**src/rtl/bh_uart_pkg.sv**
```systemverilog
// -----------------------------------------------------------------------------
// bh_uart_pkg
// Shared types and constants for the UART transmit scheduler.
//   state_t          : scheduler states (IDLE, LOAD, WAIT)
//   FRAME_BITS       : bits per UART frame (start + 8 data + stop)
//   DEFAULT_CLK_FREQ : default system clock frequency in Hz
//   DEFAULT_BAUD     : default UART bit rate
//   onehot_to_idx()  : encodes a 4-bit one-hot vector into a 2-bit index
// -----------------------------------------------------------------------------
package bh_uart_pkg;

   typedef enum logic [1:0] {
      ST_IDLE = 2'd0,
      ST_LOAD = 2'd1,
      ST_WAIT = 2'd2
   } state_t;

   localparam int FRAME_BITS       = 10;
   localparam int DEFAULT_CLK_FREQ = 50_000_000;
   localparam int DEFAULT_BAUD     = 115_200;

   function automatic logic [1:0] onehot_to_idx(input logic [3:0] oh);
      logic [1:0] idx;
      idx = '0;
      for (int i = 0; i < 4; i++) begin
         if (oh[i]) idx = 2'(i);
      end
      return idx;
   endfunction

endpackage

```
**src/rtl/bh_rr_arbiter.sv**
```systemverilog
// -----------------------------------------------------------------------------
// bh_rr_arbiter
// Combinational 4-way round-robin pick. The search starts at the requester
// after the last grant and wraps, so the last-granted requester has the lowest
// priority.
//   req   : request vector
//   last  : index of the previously granted requester
//   grant : one-hot pick (all zero when no request)
//   any   : at least one request present
// -----------------------------------------------------------------------------
module bh_rr_arbiter (
   input  logic [3:0] req,
   input  logic [1:0] last,
   output logic [3:0] grant,
   output logic       any
);

   always_comb begin
      logic       found;
      logic [1:0] idx;
      // NOTE: every output gets a default before any conditional assignment,
      // otherwise the unassigned paths infer latches.
      grant = '0;
      found = 1'b0;
      idx   = '0;
      // k = 4 wraps back to 'last' itself, checked last.
      for (int k = 1; k <= 4; k++) begin
         idx = last + 2'(k);
         if (!found && req[idx]) begin
            grant[idx] = 1'b1;
            found      = 1'b1;
         end
      end
      any = |req;
   end

endmodule

```
**src/rtl/bh_tx_sched.sv**
```systemverilog
// -----------------------------------------------------------------------------
// bh_tx_sched
// Round-robin scheduler feeding a single UART transmitter from four byte
// requesters. One byte is granted, launched with a one-cycle start pulse and
// then the block waits a full frame (plus idle gap) before the next grant.
//   sys_clk   : clock, rising edge
//   sys_rst   : asynchronous active-high reset (synchronised release)
//   tx_enable : allows new grants (an in-flight frame always completes)
//   req_valid : per-requester byte valid
//   req_data  : requester i byte on [8i+7:8i]
//   req_ready : one-hot accept strobe, combinational in IDLE
//   uart_en   : one-cycle start pulse to the UART transmitter
//   uart_din  : byte to transmit, held until the next launch
//   busy      : high while a frame is being launched or timed
//   grant_id  : index of the last granted requester
// -----------------------------------------------------------------------------
module bh_tx_sched
   import bh_uart_pkg::*;
#(
   parameter int CLK_FREQ = DEFAULT_CLK_FREQ,
   parameter int BAUD     = DEFAULT_BAUD,
   parameter int GAP_BITS = 1
) (
   input  logic        sys_clk,
   input  logic        sys_rst,
   input  logic        tx_enable,
   input  logic [3:0]  req_valid,
   input  logic [31:0] req_data,
   output logic [3:0]  req_ready,
   output logic        uart_en,
   output logic [7:0]  uart_din,
   output logic        busy,
   output logic [1:0]  grant_id
);

   localparam int FRAME_CYCLES = (CLK_FREQ / BAUD) * (FRAME_BITS + GAP_BITS);
   localparam int CNT_W        = ($clog2(FRAME_CYCLES) > 0) ? $clog2(FRAME_CYCLES) : 1;

   generate
      if (FRAME_CYCLES < 2) begin : g_bad_frame
         $error("bh_tx_sched: FRAME_CYCLES must be at least 2");
      end
   endgenerate

   // Reset asserts immediately but releases two clock edges later, so every
   // flop leaves reset on the same clean edge.
   logic [1:0] rst_sync;
   logic       rst_int;

   // NOTE: sequential state uses non-blocking assignments so all flops sample
   // their inputs from the same edge regardless of statement order.
   always_ff @(posedge sys_clk or posedge sys_rst) begin
      if (sys_rst) rst_sync <= 2'b11;
      else         rst_sync <= {rst_sync[0], 1'b0};
   end

   assign rst_int = rst_sync[1];

   state_t           state;
   logic [CNT_W-1:0] cnt;
   logic [3:0]       arb_grant;
   logic             arb_any;
   logic             grant_now;
   logic [1:0]       grant_idx;

   bh_rr_arbiter u_arb (
      .req   (req_valid),
      .last  (grant_id),
      .grant (arb_grant),
      .any   (arb_any)
   );

   // rst_int is included so ready stays low until the synchroniser releases.
   assign grant_now = (state == ST_IDLE) && tx_enable && arb_any && !rst_int;
   assign req_ready = grant_now ? arb_grant : 4'b0000;
   assign grant_idx = onehot_to_idx(arb_grant);

   always_ff @(posedge sys_clk or posedge rst_int) begin
      if (rst_int) begin
         state    <= ST_IDLE;
         cnt      <= '0;
         uart_en  <= 1'b0;
         uart_din <= 8'h00;
         busy     <= 1'b0;
         grant_id <= 2'd3;
      end else begin
         uart_en <= 1'b0;
         case (state)
            ST_IDLE: begin
               if (grant_now) begin
                  // Registered here so uart_en/uart_din are valid throughout LOAD.
                  uart_din <= req_data[{grant_idx, 3'b000} +: 8];
                  grant_id <= grant_idx;
                  uart_en  <= 1'b1;
                  busy     <= 1'b1;
                  state    <= ST_LOAD;
               end
            end
            ST_LOAD: begin
               cnt   <= CNT_W'(FRAME_CYCLES - 1);
               state <= ST_WAIT;
            end
            ST_WAIT: begin
               // Counts FRAME_CYCLES-1 down to 0: exactly FRAME_CYCLES WAIT cycles.
               if (cnt == '0) begin
                  busy  <= 1'b0;
                  state <= ST_IDLE;
               end else begin
                  cnt <= cnt - 1'b1;
               end
            end
            default: state <= ST_IDLE;
         endcase
      end
   end

endmodule

```
**config.mk**
```make
export PLATFORM = sky130hd
export DESIGN_NAME = bh_tx_sched
export DESIGN_NICKNAME = d
export VERILOG_FILES = /design/src/rtl/bh_uart_pkg.sv /design/src/rtl/bh_rr_arbiter.sv /design/src/rtl/bh_tx_sched.sv
export SDC_FILE = /design/constraint.sdc
export NUM_CORES = 1
export LEC_CHECK = 0
export ABC_AREA = 1
export BUFFER_PORTS_ARGS = -buffer_cell sky130_fd_sc_hd__buf_4
export CAP_MARGIN = 20
export CORE_ASPECT_RATIO = 1.5
export CORE_MARGIN = 2
export CORE_UTILIZATION = 45
export DETAILED_ROUTE_END_ITERATION = 8
export GPL_TIMING_DRIVEN = 1
export PLACE_DENSITY = 0.68
export SLEW_MARGIN = 20
export SYNTH_ARGS = -nofsm -noshare
export SYNTH_HDL_FRONTEND = slang
export SYNTH_SLANG_ARGS = --single-unit
```
**constraint.sdc**
```tcl
create_clock -name sys_clk -period 6.4 [get_ports sys_clk]
set_input_delay 1.28 -clock sys_clk [delete_from_list [all_inputs] [get_ports sys_clk]]
set_output_delay 1.28 -clock sys_clk [all_outputs]
set_load 0.1 [all_outputs]
```
==> impl_metrics.py <==
metrics = {
    "status": {
        "status": "finished clean",
    },
    "yosys": {
        "syn_inst": 312,
        "synthesis.nets": 360,
        "ys_warn_count": 0,
        "yosysSeqAreaShare_pct": 34.4,
        "yosysUniqueCellTypes": 34,
        "yosysTopAreaCellShare_pct": 29.4,
        "synth_edf_count": 0,
        "ys_ff_latch": 29,
        "synth_area_leaders": "dfrtp_1, nand2_1, inv_1",
        "yosysTopAreaCell": "dfrtp_1",
        "synth_ff_type": "dfrtp_1",
        "syn_area_um2": 2120,
        "async_flop_share_pct": 100,
        "syn_area_per_cell_um2": 6.81,
    },
    "global_routing": {
        "grt_max_degree": 29,
        "grt_pass1_vias": 1890,
        "grt_usage_pct": 20.0,
        "grt_pass1_wl_um": 8180,
        "overflow": 0,
        "antenna_found_initial": 0,
    },
    "routing": {
        "via_per_inst": 4.71,
        "drt_iter0_markers": 69,
        "num_vias": 2041,
        "wl_per_cell_um": 11.1,
        "route.detailed.drc": 0,
        "first_pass_iters": 4,
        "wl_um": 4820,
        "ant_nets": 0,
    },
    "setup_path": {
        "required_ps": 5120,
        "slowest_stage": "inv_1",
        "setup.worst_path.start_class": "primary input",
        "worstPathMaxFanout": 21,
        "arrival_ps": 2890,
        "cp_top_family": "simple AND/OR/NAND/NOR gates",
        "path_class": "in -> out",
        "crit_chain": "buf_4, nor4_1, inv_1, nand2_1, inv_1, and2_1, buf_4",
        "crit_buf_inv": 4,
        "critPathMaxStageDelay_ps": 350,
        "end_kind": "output port",
    },
    "floorplanning": {
        "die_w_um": 60.1,
        "start_util_pct": 46.8,
        "rows": 30,
        "coreArea_um2": 4540,
        "die_h_um": 88.2,
        "die-area_um2": 5300,
        "io_pins": 55,
    },
    "clock_network": {
        "cts_tree": "yes",
        "cts_root_buf": "clkbuf_8",
        "hold_buffers": 0,
        "cts_resized": 0,
        "cts_buffers": 5,
        "cts_max_level": 2,
        "clockBufferDepth": 2,
        "clock_latency_ps": 280,
        "cts.sinks": 29,
        "post_cts_buffers": 0,
        "clkTransAtPathRegs_ps": 70,
    },
    "timing": {
        "tightestPinTransition_ps": 566,
        "clock_skew_ps": 9.16,
        "report.final.setup_viol": 0,
        "finalCriticalPeriod_ps": 4170,
        "tns_ps": 0,
        "hold_viol": 0,
        "fmax_mhz": 240,
        "fin_crit_sh_pct": 65.1,
        "rsz0062_at_grt": "false",
        "slew_violations": 0,
        "relSlewSlack_pct": 62.2,
    },
    "placement": {
        "place_hpwl_um": 3710,
        "placement.io_buffers": 54,
        "gp_congestion": 0.893,
    },
    "layout": {
        "drive_above_1_share_pct": 24.9,
        "areaGrowthSynthToFinish_pct": 25.0,
        "diodes": 0,
        "num-nets-final": 416,
    },
    "flow_run": {
        "drv_cap": 0,
    },
    "min_path": {
        "hold_path_class": "reg -> async",
    },
}
[sequential cells by signal, indices dropped and copies added (netlist names)]
| register | count |
|---|---|
| cnt | 13 |
| uart_din | 8 |
| grant_id | 2 |
| rst_sync | 2 |
| state | 2 |
| busy | 1 |
| uart_en | 1 |
[worst reg2reg max path: stages (launching register included)]
cell and delay [ps]:
dfstp_2 660, inv_2 150, ha_1 370, inv_1 100, nand3_2 90, nand2_4 120, nand2_4 60, nor2_2 170
nand2_1 120, nand3b_4 180, nand2_4 120, nand2_4 140, nand2_1 70, nand2_1 80, nand2_1 50, nand2_1 50
nand2_1 50
[synth_stat cells (all sizes together) (2+ instances only)]
| master | instances |
|---|---|
| a21oi | 10 |
| buf | 4 |
| clkbuf | 2 |
| clkinv | 2 |
| dfrtp | 25 |
| dfstp | 4 |
| ha | 9 |
| inv | 48 |
| nand2 | 108 |
| nand3 | 29 |
| nand3b | 2 |
| nand4 | 6 |
| nor2 | 43 |
| nor3 | 2 |
| o21ai | 11 |
[per-stage QoR]
step | utilization, % | worst slack (ps) | std cells | hold WS (ps) | area [um2]
floorplan | - | 1490 | 312 | 345 | 2120
global placement | 56.6 | 2220 | 425 | 319 | 2570
detailed placement | 56.6 | 2220 | 425 | 323 | 2570
CTS | 58.5 | 2210 | 433 | 330 | 2660
global route | 58.5 | 2040 | 433 | 362 | 2660
finish | 58.5 | 2230 | 433 | 306 | 2660
[cells in the final DEF (no fill, tap or decap), types with 3 or more instances in the layout]
cell       n
ha_1       9
a21oi_1    6
nand3_1   26
nand2_2    5
nor2_2     3
nand2_1   98
nand4_1    6
nor2_1    39
dfstp_2    4
nand2_4    5
a21oi_2    4
o21ai_0   11
dfrtp_1   25
inv_1     45
clkbuf_8   5
buf_4     55
[worst paths after layout]
kind | from | endpoint | slack (ps) | cells after the start
worst max-delay path | req_valid[1] | req_ready[1] | 2230 | 7
worst min-delay path | rst_sync[1] | cnt[8] | 310 | 2
worst max register to register | grant_id[0] | uart_din[5] | 3710 | 16
worst min register to register | rst_sync[1] | cnt[8] | 310 | 2
max in group asynchronous | sys_rst | rst_sync[1] | 5360 | 2
min in group sys_clk | rst_sync[0] | rst_sync[1] | 360 | 0
[layout make-up]
| class | instances | area, um2 |
|---|---|---|
| clock inverters | 3 | 17.5 |
| clock buffers | 5 | 68.8 |
| repair buffers | 55 | 413 |
| multi-input cells | 227 | 1150 |
| flip-flops and latches | 29 | 731 |
| inverters | 50 | 190 |
| fillers | 444 | 1890 |
| well taps | 64 | 80.1 |
[logic make-up after synthesis]
group | Yosys count | share of synthesized area [%]
AO/OA/AOI/OAI | 24 | 6.71
adder cells (fa/ha/maj) | 9 | 5.30
flip-flops | 29 | 34.4
other | 1 | 0.177
AND/OR/NAND/NOR | 192 | 41.8
buffers and inverters | 56 | 11.2
XOR/XNOR | 1 | 0.412
[metal layers]
| layer | vias to the layer above | share of wire [%] | GRT usage (%) |
|---|---|---|---|
| met5 | - | 0 | 0 |
| met4 | 0 | 1.8 | 8.69 |
| met3 | 6 | 3.4 | 3.55 |
| met2 | 45 | 53 | 34.5 |
| met1 | 914 | 42 | 23.6 |
| li1 | 1076 | - | - |
Power is not shown: default switching activity piles up to over one toggle a cycle in this logic, so the estimate is an artifact.
